File: src/rtl/pipeline_hazard_ctrl.sv
// ---------------------------------------------------------------------------
// pipeline_hazard_ctrl
//
// Central stall/flush sequencer for the 5-stage RISC-V pipeline. It decides,
// every cycle, whether the PC and each pipeline register loads, holds, or is
// turned into a bubble. Three hazard sources are resolved by fixed priority:
// a data-memory access that has not completed, then a taken branch in EX,
// then a load-use dependency between EX and ID. After reset the pipeline is
// held drained for INIT_CYCLES clocks. Saturating stall and flush counters
// are kept for performance debug.
//
// Ports:
//   clk              pipeline clock, rising edge
//   rst              asynchronous, active-low reset
//   IF_ID_rs1/rs2    source registers of the instruction in ID
//   id_uses_rs2      the ID instruction reads rs2
//   ID_EX_rd         destination register of the instruction in EX
//   ID_EX_memread    the EX instruction is a load
//   ex_branch_taken  a branch/jump resolved taken in EX this cycle
//   mem_req          the MEM instruction accesses data memory
//   mem_ready        data memory completes the access this cycle
//   pc_write         PC update enable
//   IF_ID_write      IF_ID load enable
//   IF_ID_flush      IF_ID clear to NOP
//   ID_EX_write      ID_EX load enable
//   ID_EX_bubble     ID_EX loads NOP
//   EX_MEM_hold      EX_MEM keeps its contents
//   MEM_WB_bubble    MEM_WB loads NOP
//   mem_timeout      sticky: memory wait reached MEM_TIMEOUT cycles
//   stall_count      cycles with pc_write=0 outside INIT (saturating)
//   flush_count      taken-branch flush events (saturating)
// ---------------------------------------------------------------------------
module pipeline_hazard_ctrl #(
    parameter int INIT_CYCLES = 3,
    parameter int MEM_TIMEOUT = 64,
    parameter int CNT_W       = 32
) (
    input  logic             clk,
    input  logic             rst,
    input  logic [4:0]       IF_ID_rs1,
    input  logic [4:0]       IF_ID_rs2,
    input  logic             id_uses_rs2,
    input  logic [4:0]       ID_EX_rd,
    input  logic             ID_EX_memread,
    input  logic             ex_branch_taken,
    input  logic             mem_req,
    input  logic             mem_ready,
    output logic             pc_write,
    output logic             IF_ID_write,
    output logic             IF_ID_flush,
    output logic             ID_EX_write,
    output logic             ID_EX_bubble,
    output logic             EX_MEM_hold,
    output logic             MEM_WB_bubble,
    output logic             mem_timeout,
    output logic [CNT_W-1:0] stall_count,
    output logic [CNT_W-1:0] flush_count
);

    typedef enum logic [1:0] {
        INIT     = 2'd0,
        RUN      = 2'd1,
        MEM_WAIT = 2'd2
    } state_t;

    localparam logic [3:0] INIT_LAST = 4'(INIT_CYCLES - 1);
    localparam logic [9:0] TIMEOUT_V = 10'(MEM_TIMEOUT);
    localparam logic [9:0] WAIT_MAX  = 10'd1023;
    localparam logic [CNT_W-1:0] CNT_MAX = {CNT_W{1'b1}};

    state_t           state_q, state_d;
    logic [3:0]       initCnt_q, initCnt_d;
    logic [9:0]       waitCnt_q, waitCnt_d;
    logic             memTimeout_q, memTimeout_d;
    logic [CNT_W-1:0] stallCnt_q, stallCnt_d;
    logic [CNT_W-1:0] flushCnt_q, flushCnt_d;

    logic loadUse;
    logic memStall;

    // A load in EX whose destination feeds the ID instruction needs one
    // bubble; x0 never creates a dependency. The memory stall term is the
    // outstanding, not-yet-completed data access in MEM.
    assign loadUse  = ID_EX_memread && (ID_EX_rd != 5'd0) &&
                      ((ID_EX_rd == IF_ID_rs1) ||
                       (id_uses_rs2 && (ID_EX_rd == IF_ID_rs2)));
    assign memStall = mem_req && !mem_ready;

    // State and bookkeeping registers. Reset drops straight back to INIT and
    // clears every counter and the sticky timeout, so nothing pending from
    // before reset can leak into the next run.
    always_ff @(posedge clk or negedge rst) begin
        if (!rst) begin
            state_q      <= INIT;
            initCnt_q    <= 4'd0;
            waitCnt_q    <= 10'd0;
            memTimeout_q <= 1'b0;
            stallCnt_q   <= '0;
            flushCnt_q   <= '0;
        end else begin
            state_q      <= state_d;
            initCnt_q    <= initCnt_d;
            waitCnt_q    <= waitCnt_d;
            memTimeout_q <= memTimeout_d;
            stallCnt_q   <= stallCnt_d;
            flushCnt_q   <= flushCnt_d;
        end
    end

    // Next-state and output decode. Outputs default to the drained INIT
    // pattern. RUN and MEM_WAIT share one priority chain: while memory is
    // stalled everything upstream freezes and MEM_WB gets bubbles; in the
    // release cycle of MEM_WAIT the branch/load-use rules apply immediately,
    // so a branch held in EX across the wait is serviced (and counted) once.
    always_comb begin
        state_d       = state_q;
        initCnt_d     = initCnt_q;
        waitCnt_d     = waitCnt_q;
        memTimeout_d  = memTimeout_q;
        stallCnt_d    = stallCnt_q;
        flushCnt_d    = flushCnt_q;

        pc_write      = 1'b0;
        IF_ID_write   = 1'b0;
        IF_ID_flush   = 1'b1;
        ID_EX_write   = 1'b1;
        ID_EX_bubble  = 1'b1;
        EX_MEM_hold   = 1'b0;
        MEM_WB_bubble = 1'b1;

        case (state_q)
            INIT: begin
                if (initCnt_q == INIT_LAST) begin
                    state_d = RUN;
                end else begin
                    initCnt_d = initCnt_q + 4'd1;
                end
            end

            default: begin
                if (memStall) begin
                    pc_write      = 1'b0;
                    IF_ID_write   = 1'b0;
                    IF_ID_flush   = 1'b0;
                    ID_EX_write   = 1'b0;
                    ID_EX_bubble  = 1'b0;
                    EX_MEM_hold   = 1'b1;
                    MEM_WB_bubble = 1'b1;
                    state_d       = MEM_WAIT;
                    if (state_q == RUN) begin
                        waitCnt_d = 10'd1;
                    end else if (waitCnt_q != WAIT_MAX) begin
                        waitCnt_d = waitCnt_q + 10'd1;
                    end
                    if (waitCnt_d >= TIMEOUT_V) begin
                        memTimeout_d = 1'b1;
                    end
                end else begin
                    state_d       = RUN;
                    waitCnt_d     = 10'd0;
                    EX_MEM_hold   = 1'b0;
                    MEM_WB_bubble = 1'b0;
                    if (ex_branch_taken) begin
                        pc_write     = 1'b1;
                        IF_ID_write  = 1'b1;
                        IF_ID_flush  = 1'b1;
                        ID_EX_write  = 1'b1;
                        ID_EX_bubble = 1'b1;
                        if (flushCnt_q != CNT_MAX) begin
                            flushCnt_d = flushCnt_q + 1'b1;
                        end
                    end else if (loadUse) begin
                        pc_write     = 1'b0;
                        IF_ID_write  = 1'b0;
                        IF_ID_flush  = 1'b0;
                        ID_EX_write  = 1'b1;
                        ID_EX_bubble = 1'b1;
                    end else begin
                        pc_write     = 1'b1;
                        IF_ID_write  = 1'b1;
                        IF_ID_flush  = 1'b0;
                        ID_EX_write  = 1'b1;
                        ID_EX_bubble = 1'b0;
                    end
                end

                if (!pc_write && (stallCnt_q != CNT_MAX)) begin
                    stallCnt_d = stallCnt_q + 1'b1;
                end
            end
        endcase
    end

    // Bookkeeping values are presented straight from their registers.
    assign mem_timeout = memTimeout_q;
    assign stall_count = stallCnt_q;
    assign flush_count = flushCnt_q;

endmodule
File: config.mk
export PLATFORM = sky130hd
export DESIGN_NAME = pipeline_hazard_ctrl
export DESIGN_NICKNAME = d
export VERILOG_FILES = /design/src/rtl/pipeline_hazard_ctrl.sv
export SDC_FILE = /design/constraint.sdc
export NUM_CORES = 1
export LEC_CHECK = 0
export BUFFER_PORTS_ARGS = -buffer_cell sky130_fd_sc_hd__buf_2
export CAP_MARGIN = 20
export CORE_MARGIN = 2
export CORE_UTILIZATION = 30
export DETAILED_ROUTE_END_ITERATION = 7
export GPL_TIMING_DRIVEN = 0
export HOLD_SLACK_MARGIN = 0.03
export PLACE_DENSITY = 0.51
export SYNTH_ARGS = -nofsm -noshare
export SYNTH_HDL_FRONTEND = slang
export SYNTH_SLANG_ARGS = --single-unit
File: constraint.sdc
create_clock -name clk -period 3.3 [get_ports clk]
set_clock_uncertainty 0.2 [all_clocks]
set_input_delay 0.495 -clock clk [delete_from_list [all_inputs] [get_ports clk]]
set_output_delay 0.495 -clock clk [all_outputs]
set_load 0.05 [all_outputs]
==> metrics.yaml, run 1 <==
run_status:
  status: "finished, final reports clean"
min_path:
  min_path_cells: 1
  hp-class: "reg2reg"
die:
  die_h_um: 124
  pin_count: 94
  dieArea_um2: 15300
  die_x_um: 124
  fp-row-count: 43
  initial_core_util_pct: 30.8
  core_area_um2: 13900
logic_synthesis:
  postSynthCellCount: 415
  ys_ff_latch: 81
  synth_edf_count: 0
  syn-cell-area_um2: 4300
  synthArstFlopShare_pct: 100
  synthTopCellsByArea: "dfrtp_1 (47%), xor2_1 (7.9%), xnor2_1 (7.1%)"
  ys.warnings.count: 0
  synthTopCellsByCount: "dfrtp_1 (81), nand2_1 (40), xor2_1 (39)"
  yosysMostFrequentCell: "dfrtp_1"
  yosys.area.top_type: "dfrtp_1"
  synth.distinct_cells: 57
  yosysTopAreaCellShare_pct: 47.2
  synth_ff_type: "dfrtp_1"
  synth_nets: 442
  syn_avg_cell_area_um2: 10.4
  synth-seq-area-share_pct: 47.2
routing:
  avgViaCountPerCell: 4.86
  vias: 3431
  wire_per_inst_um: 14.6
  wirelength_um: 10300
  postRouteAntennaNets: 0
  drcViolationCount: 0
  dr.pass1.iters: 4
  first_iter_violations: 170
global_routing:
  antenna_found_initial: 0
  grt_max_degree: 68
  grt_first_pass_wirelength_um: 17100
  grt_pass1_vias: 3401
  overflow: 0
  track_usage_pct: 14.3
worst_setup_path:
  path_class: "in2out"
  cp_data_arrival_time_ns: 2.16
  worst_r2r_path_depth: 8
  critPathMaxFanout: 3
  worstPathRequired_ns: 2.60
  start_kind: "input pin"
  crit_path_end_kind: "primary output"
timing:
  slew_viol_final: 0
  rsz0062_at_grt: "no"
  timing.slew.headroom_pct: 53.8
  period_needed_ns: 2.85
  fmax_ghz: 0.351
  hold_viol: 0
  tightest_slew_ns: 0.688
  final-setup-viol-count: 0
  fin_crit_sh_pct: 86.4
  tns_ns: 0
clock_network:
  cts.clk_slew.worst_paths_ns: 0.06
  cts_resized: 0
  cts_max_path_buffers: 2
  cts_tree: "built"
  cts_made_buffers: 9
  post_cts_buffers: 0
  cts_root_buffer: "clkbuf_16"
  cts_max_level: 3
  cts_sinks: 81
  clock_latency_ns: 0.34
finish:
  final_util_pct: 38.8
  antenna_cells: 0
  nNetsFinal: 548
  layout-drive-gt1-share_pct: 26.8
  syn_to_final_growth_pct: 25.8
pwr:
  total_power_uw: 3490
  power_leakage_uw: 0.00259
  ir_drop_uv: 543
  powerDensity_nw_per_um2: 645
run:
  drv_cap: 0
placement:
  io_buffers: 93
  post-dp-hpwl_um: 7380
  gp_congestion: 0.809
## logic make-up (layout without fill, tap and decap cells)
| kind of cell | after synthesis | after routing | synth area share (%) |
|---|---|---|---|
| simple gates | 193 | 193 | 26.7 |
| compound gates | 35 | 35 | 5.39 |
| flops | 81 | 81 | 47.2 |
| xor+xnor | 75 | 75 | 15.5 |
| buf+inv | 22 | 133 | 2.77 |
| mux | 4 | 4 | 1.08 |
| fa+ha+maj | 5 | 5 | 1.46 |
## report_power, final
| part | internal, uW | switching (uW) |
|---|---|---|
| clock | 856 | 410 |
| combinational | 264 | 682 |
| sequential | 1110 | 159 |
| total | 2230 | 1250 |
## placed cells by master (no fill, tap or decap), types with 5 or more instances in the layout
cell type and count:
and4_1 6, xnor2_1 35, nor3_1 17, ha_1 5, xor2_1 39, nor4_1 13
dfrtp_1 81, clkbuf_16 9, nor2_1 14, nand3_1 24, inv_1 7, a21oi_1 5
o21ai_0 12, buf_2 97, nand2_1 40, and3_1 14, nand4_1 28, clkbuf_1 5
## registers in the layout, indices dropped and copies added, names as in the netlist
| signal | flops |
|---|---|
| waitCnt_q | 10 |
| mem_timeout | 1 |
| initCnt_q | 4 |
| flush_count | 32 |
| stall_count | 32 |
| state_q | 2 |
## layout make-up
cell class	count	area (um^2)
Multi-Input combinational cell	312	2150
Inverter	7	26.3
Clock inverter	5	125
Timing Repair Buffer	95	505
Fill cell	1376	8530
Buffer	15	92.6
Tap cell	180	225
Clock buffer	11	253
Sequential cell	81	2030
## critical path, cell delays in order
cell      delay (ns)
buf_2           0.12
or4_1           0.51
o21ai_0         0.27
nand2b_1        0.23
nor2_1          0.06
nor2_1          0.11
buf_4           0.12
buf_2           0.24
## final timing paths
| kind | startpoint | end | slack [ns] |
|---|---|---|---|
| setup / recovery | ID_EX_rd[1] | pc_write | 0.45 |
| hold / removal | initCnt_q[3] | initCnt_q[3] | 0.28 |
| setup reg to reg | flush_count[0] | flush_count[19] | 0.73 |
| hold reg to reg | initCnt_q[3] | initCnt_q[3] | 0.28 |
| max in group asynchronous | rst | flush_count[14] | 1.95 |
| min in group asynchronous | rst | stall_count[8] | 0.35 |
## metrics by stage
| stage | hold slack (ns) | worst slack [ns] | std cells | instance area [um^2] |
|---|---|---|---|---|
| final | 0.278 | 0.450 | 706 | 5410 |
| after global routing | 0.289 | 0.304 | 706 | 5410 |
| after CTS | 0.281 | 0.386 | 706 | 5410 |
| after detailed placement | 0.172 | 0.405 | 689 | 5020 |
| after global placement | 0.259 | 0.388 | 688 | 4990 |
| after floorplan | -0.000591 | 0.247 | 415 | 4300 |
## what timing repair did
item / CTS / global route
hold endpoints to repair: 14 / 0
hold buffers: 1 / 0
endpoints found under the setup margin: 0 / 0
## metal layers
metal / global-route usage (%) / share of wire [%]
met2: 22.3 / 45
met3: 4.62 / 5.5
met1: 18.6 / 48
met5: 0 / 0
met4: 5.18 / 1.5
(Power assumes the default switching activity.)
==> run 2: changes to the inputs <==
CELL_PAD_IN_SITES_DETAIL_PLACEMENT = 1   (was default)
CELL_PAD_IN_SITES_GLOBAL_PLACEMENT = 2   (was default)
PLACE_DENSITY = 0.74   (was 0.51)
==> run 2 against run 1 <==
Wire length up 14%. Register-to-register slack worse by 0.07 ns. Sequential power about the same. Via count up 5.5%. Largest power group unchanged. Count of clock-buffer cells in the layout down 1. Clock power down 26%. Critical path depth unchanged. Die area unchanged. Cell area down 2.1%. Combinational power up 1%. Total power down 8.8%. Final cell count down 0.14%.
==> metrics.yaml, run 2 (same netlist as run 1, synthesis figures left out) <==
run_status:
  status: "finished, final reports clean"
finish:
  nNetsFinal: 548  # unchanged
  most-common-layout-cells: "buf_2 (97), dfrtp_1 (81), nand2_1 (40)"
  final_common_cell: "buf_2"
  final-seq-area_um2: 2030  # unchanged
  syn_to_final_growth_pct: 23.2
  design_area_um2: 5290  # -2.1%
  final_util_pct: 38.0  # -0.82 points
  layout-drive-gt1-share_pct: 26.7  # -0.14 points
  antenna_cells: 0  # unchanged
  multi_input_area_um2: 2150  # unchanged
  instances_no_fill: 705  # -0.14%
  fill_cells: 1623  # +18%
pwr:
  ir_drop_uv: 334  # -38%
  power_leakage_uw: 0.00254  # -2.0%
  powerDensity_nw_per_um2: 601  # -6.8%
routing:
  postRouteAntennaNets: 0  # unchanged
  vias: 3621  # +5.5%
  drcViolationCount: 0  # unchanged
  avgViaCountPerCell: 5.14  # +5.7%
  dr.pass1.iters: 4  # unchanged
  wirelength_um: 11800  # +14%
  wire_per_inst_um: 16.7  # +14%
  first_iter_violations: 195  # +15%
die:
  dieArea_um2: 15300  # unchanged
  fp-row-count: 43  # unchanged
  pin_count: 94  # unchanged
  core_area_um2: 13900  # unchanged
  die_x_um: 124  # unchanged
  initial_core_util_pct: 30.8  # unchanged
  die_h_um: 124  # unchanged
timing:
  timing.slew.headroom_pct: 53.0  # -0.77 points
  fmax_ghz: 0.327  # -6.9%
  slew_viol_final: 0  # unchanged
  tns_ns: 0  # unchanged
  period_needed_ns: 3.06  # +0.210 ns
  tightest_slew_ns: 0.702  # +0.0141 ns
  holdWs_ns: 0.276  # -0.00198 ns
  final-setup-viol-count: 0  # unchanged
  rsz0062_at_grt: "no"
  fin_crit_sh_pct: 92.7  # +6.4 points
  hold_viol: 0  # unchanged
worst_setup_path:
  timing.rr.end: "flush_count[19]"
  r2r_setup_slack_ns: 0.66  # -0.07 ns
  critPathMaxFanout: 3  # unchanged
  cp_data_arrival_time_ns: 2.37  # +0.21 ns
  worst_r2r_path_depth: 8  # unchanged
  path_class: "in2out"
  crit_path_start: "ID_EX_rd[1]"
  start_kind: "input pin"
  crit_path_end_kind: "primary output"
  regToRegStartpoint: "flush_count[0]"
  worstPathRequired_ns: 2.60  # about the same
  setup.worst_path.end: "pc_write"
clock_network:
  cts_max_path_buffers: 2  # unchanged
  cts_max_level: 3  # unchanged
  cts_made_buffers: 9  # unchanged
  cts_tree: "built"
  cts_root_buffer: "clkbuf_16"
  cts_sinks: 81  # unchanged
  post_cts_buffers: 0  # unchanged
  clock_latency_ns: 0.35  # about the same
  cts.clk_slew.worst_paths_ns: 0.06  # about the same
placement:
  post-dp-hpwl_um: 8790  # +19%
  placed_cells: 689  # unchanged
  gp_congestion: 0.793  # -2.0%
  postPlaceCellArea_um2: 5010  # -0.15%
  io_buffers: 93  # unchanged
global_routing:
  grt_max_degree: 43  # -37%
  grt_first_pass_wirelength_um: 19000  # +11%
  antenna_found_initial: 0  # unchanged
  grt_pass1_vias: 3672  # +8.0%
  track_usage_pct: 16.3  # +2.0 points
  overflow: 0  # unchanged
run:
  drv_cap: 0  # unchanged
min_path:
  min_path_cells: 1  # unchanged
  hp-class: "reg2reg"
==> run 2: cell types whose count changed in the layout (fill, tap and decap cells not counted) <==
cell	previous run	this run
bufinv_16	4	0
buf_12	0	1
clkinv_2	1	3
clkinv_4	0	2
buf_16	1	0
clkbuf_8	2	1
==> run 2: timing repair <==
action | 4_1_cts | 5_1_grt
hold buffers | 1 | 0
gates resized for setup | 0 | 0
hold endpoints to repair | 41 | 0
==> run 2: worst min path at each step <==
stage | slack (ns) | from | end
after global placement | 0.25 | initCnt_q[3] | initCnt_q[3]
final | 0.28 | mem_timeout | mem_timeout
after global routing | 0.31 | initCnt_q[3] | initCnt_q[3]
after CTS | 0.28 | initCnt_q[3] | initCnt_q[3]
after detailed placement | 0.27 | initCnt_q[3] | initCnt_q[3]
after floorplan | -0.0006 | rst | flush_count[0]
==> run 2: final cells by class <==
cell class	instances	share of cell area, %
multi-input combinational	312	40.6
sequential	81	38.3
timing repair buffer	95	9.41
clock buffer	10	4.52
tap	180	4.26
buffer	15	1.75
clock inverter	5	0.615
inverter	7	0.497
==> run 2: metrics by stage <==
stage | power (uW) | setup WS (ns)
after floorplan | 1970 | 0.247
after global placement | 2220 | 0.196
after detailed placement | 2250 | 0.195
after CTS | 3220 | 0.179
after global routing | 3350 | 0.124
final | 3180 | 0.240
==> run 2: routing by layer <==
| metal | global-route usage, % | vias up | wire length (um) |
|---|---|---|---|
| met5 | 0 | - | 0 |
| met4 | 6.25 | 0 | 183 |
| met3 | 2.79 | 11 | 501 |
| met2 | 26.0 | 88 | 5460 |
| met1 | 21.9 | 1817 | 5620 |
| li1 | - | 1705 | - |
==> run 2: where the power goes <==
| group | leakage (uW) | switching [uW] | internal [uW] |
|---|---|---|---|
| sequential | 0.00107 | 165 | 1110 |
| clock | 0.000138 | 420 | 525 |
| combinational | 0.00133 | 690 | 267 |
==> run 2: worst max-delay path, cell delays in order <==
cell and delay, ns:
buf_2 0.14, or4_1 0.62, o21ai_0 0.33, nand2b_1 0.23, nor2_1 0.06, nor2_1 0.12, buf_4 0.12, buf_2 0.24
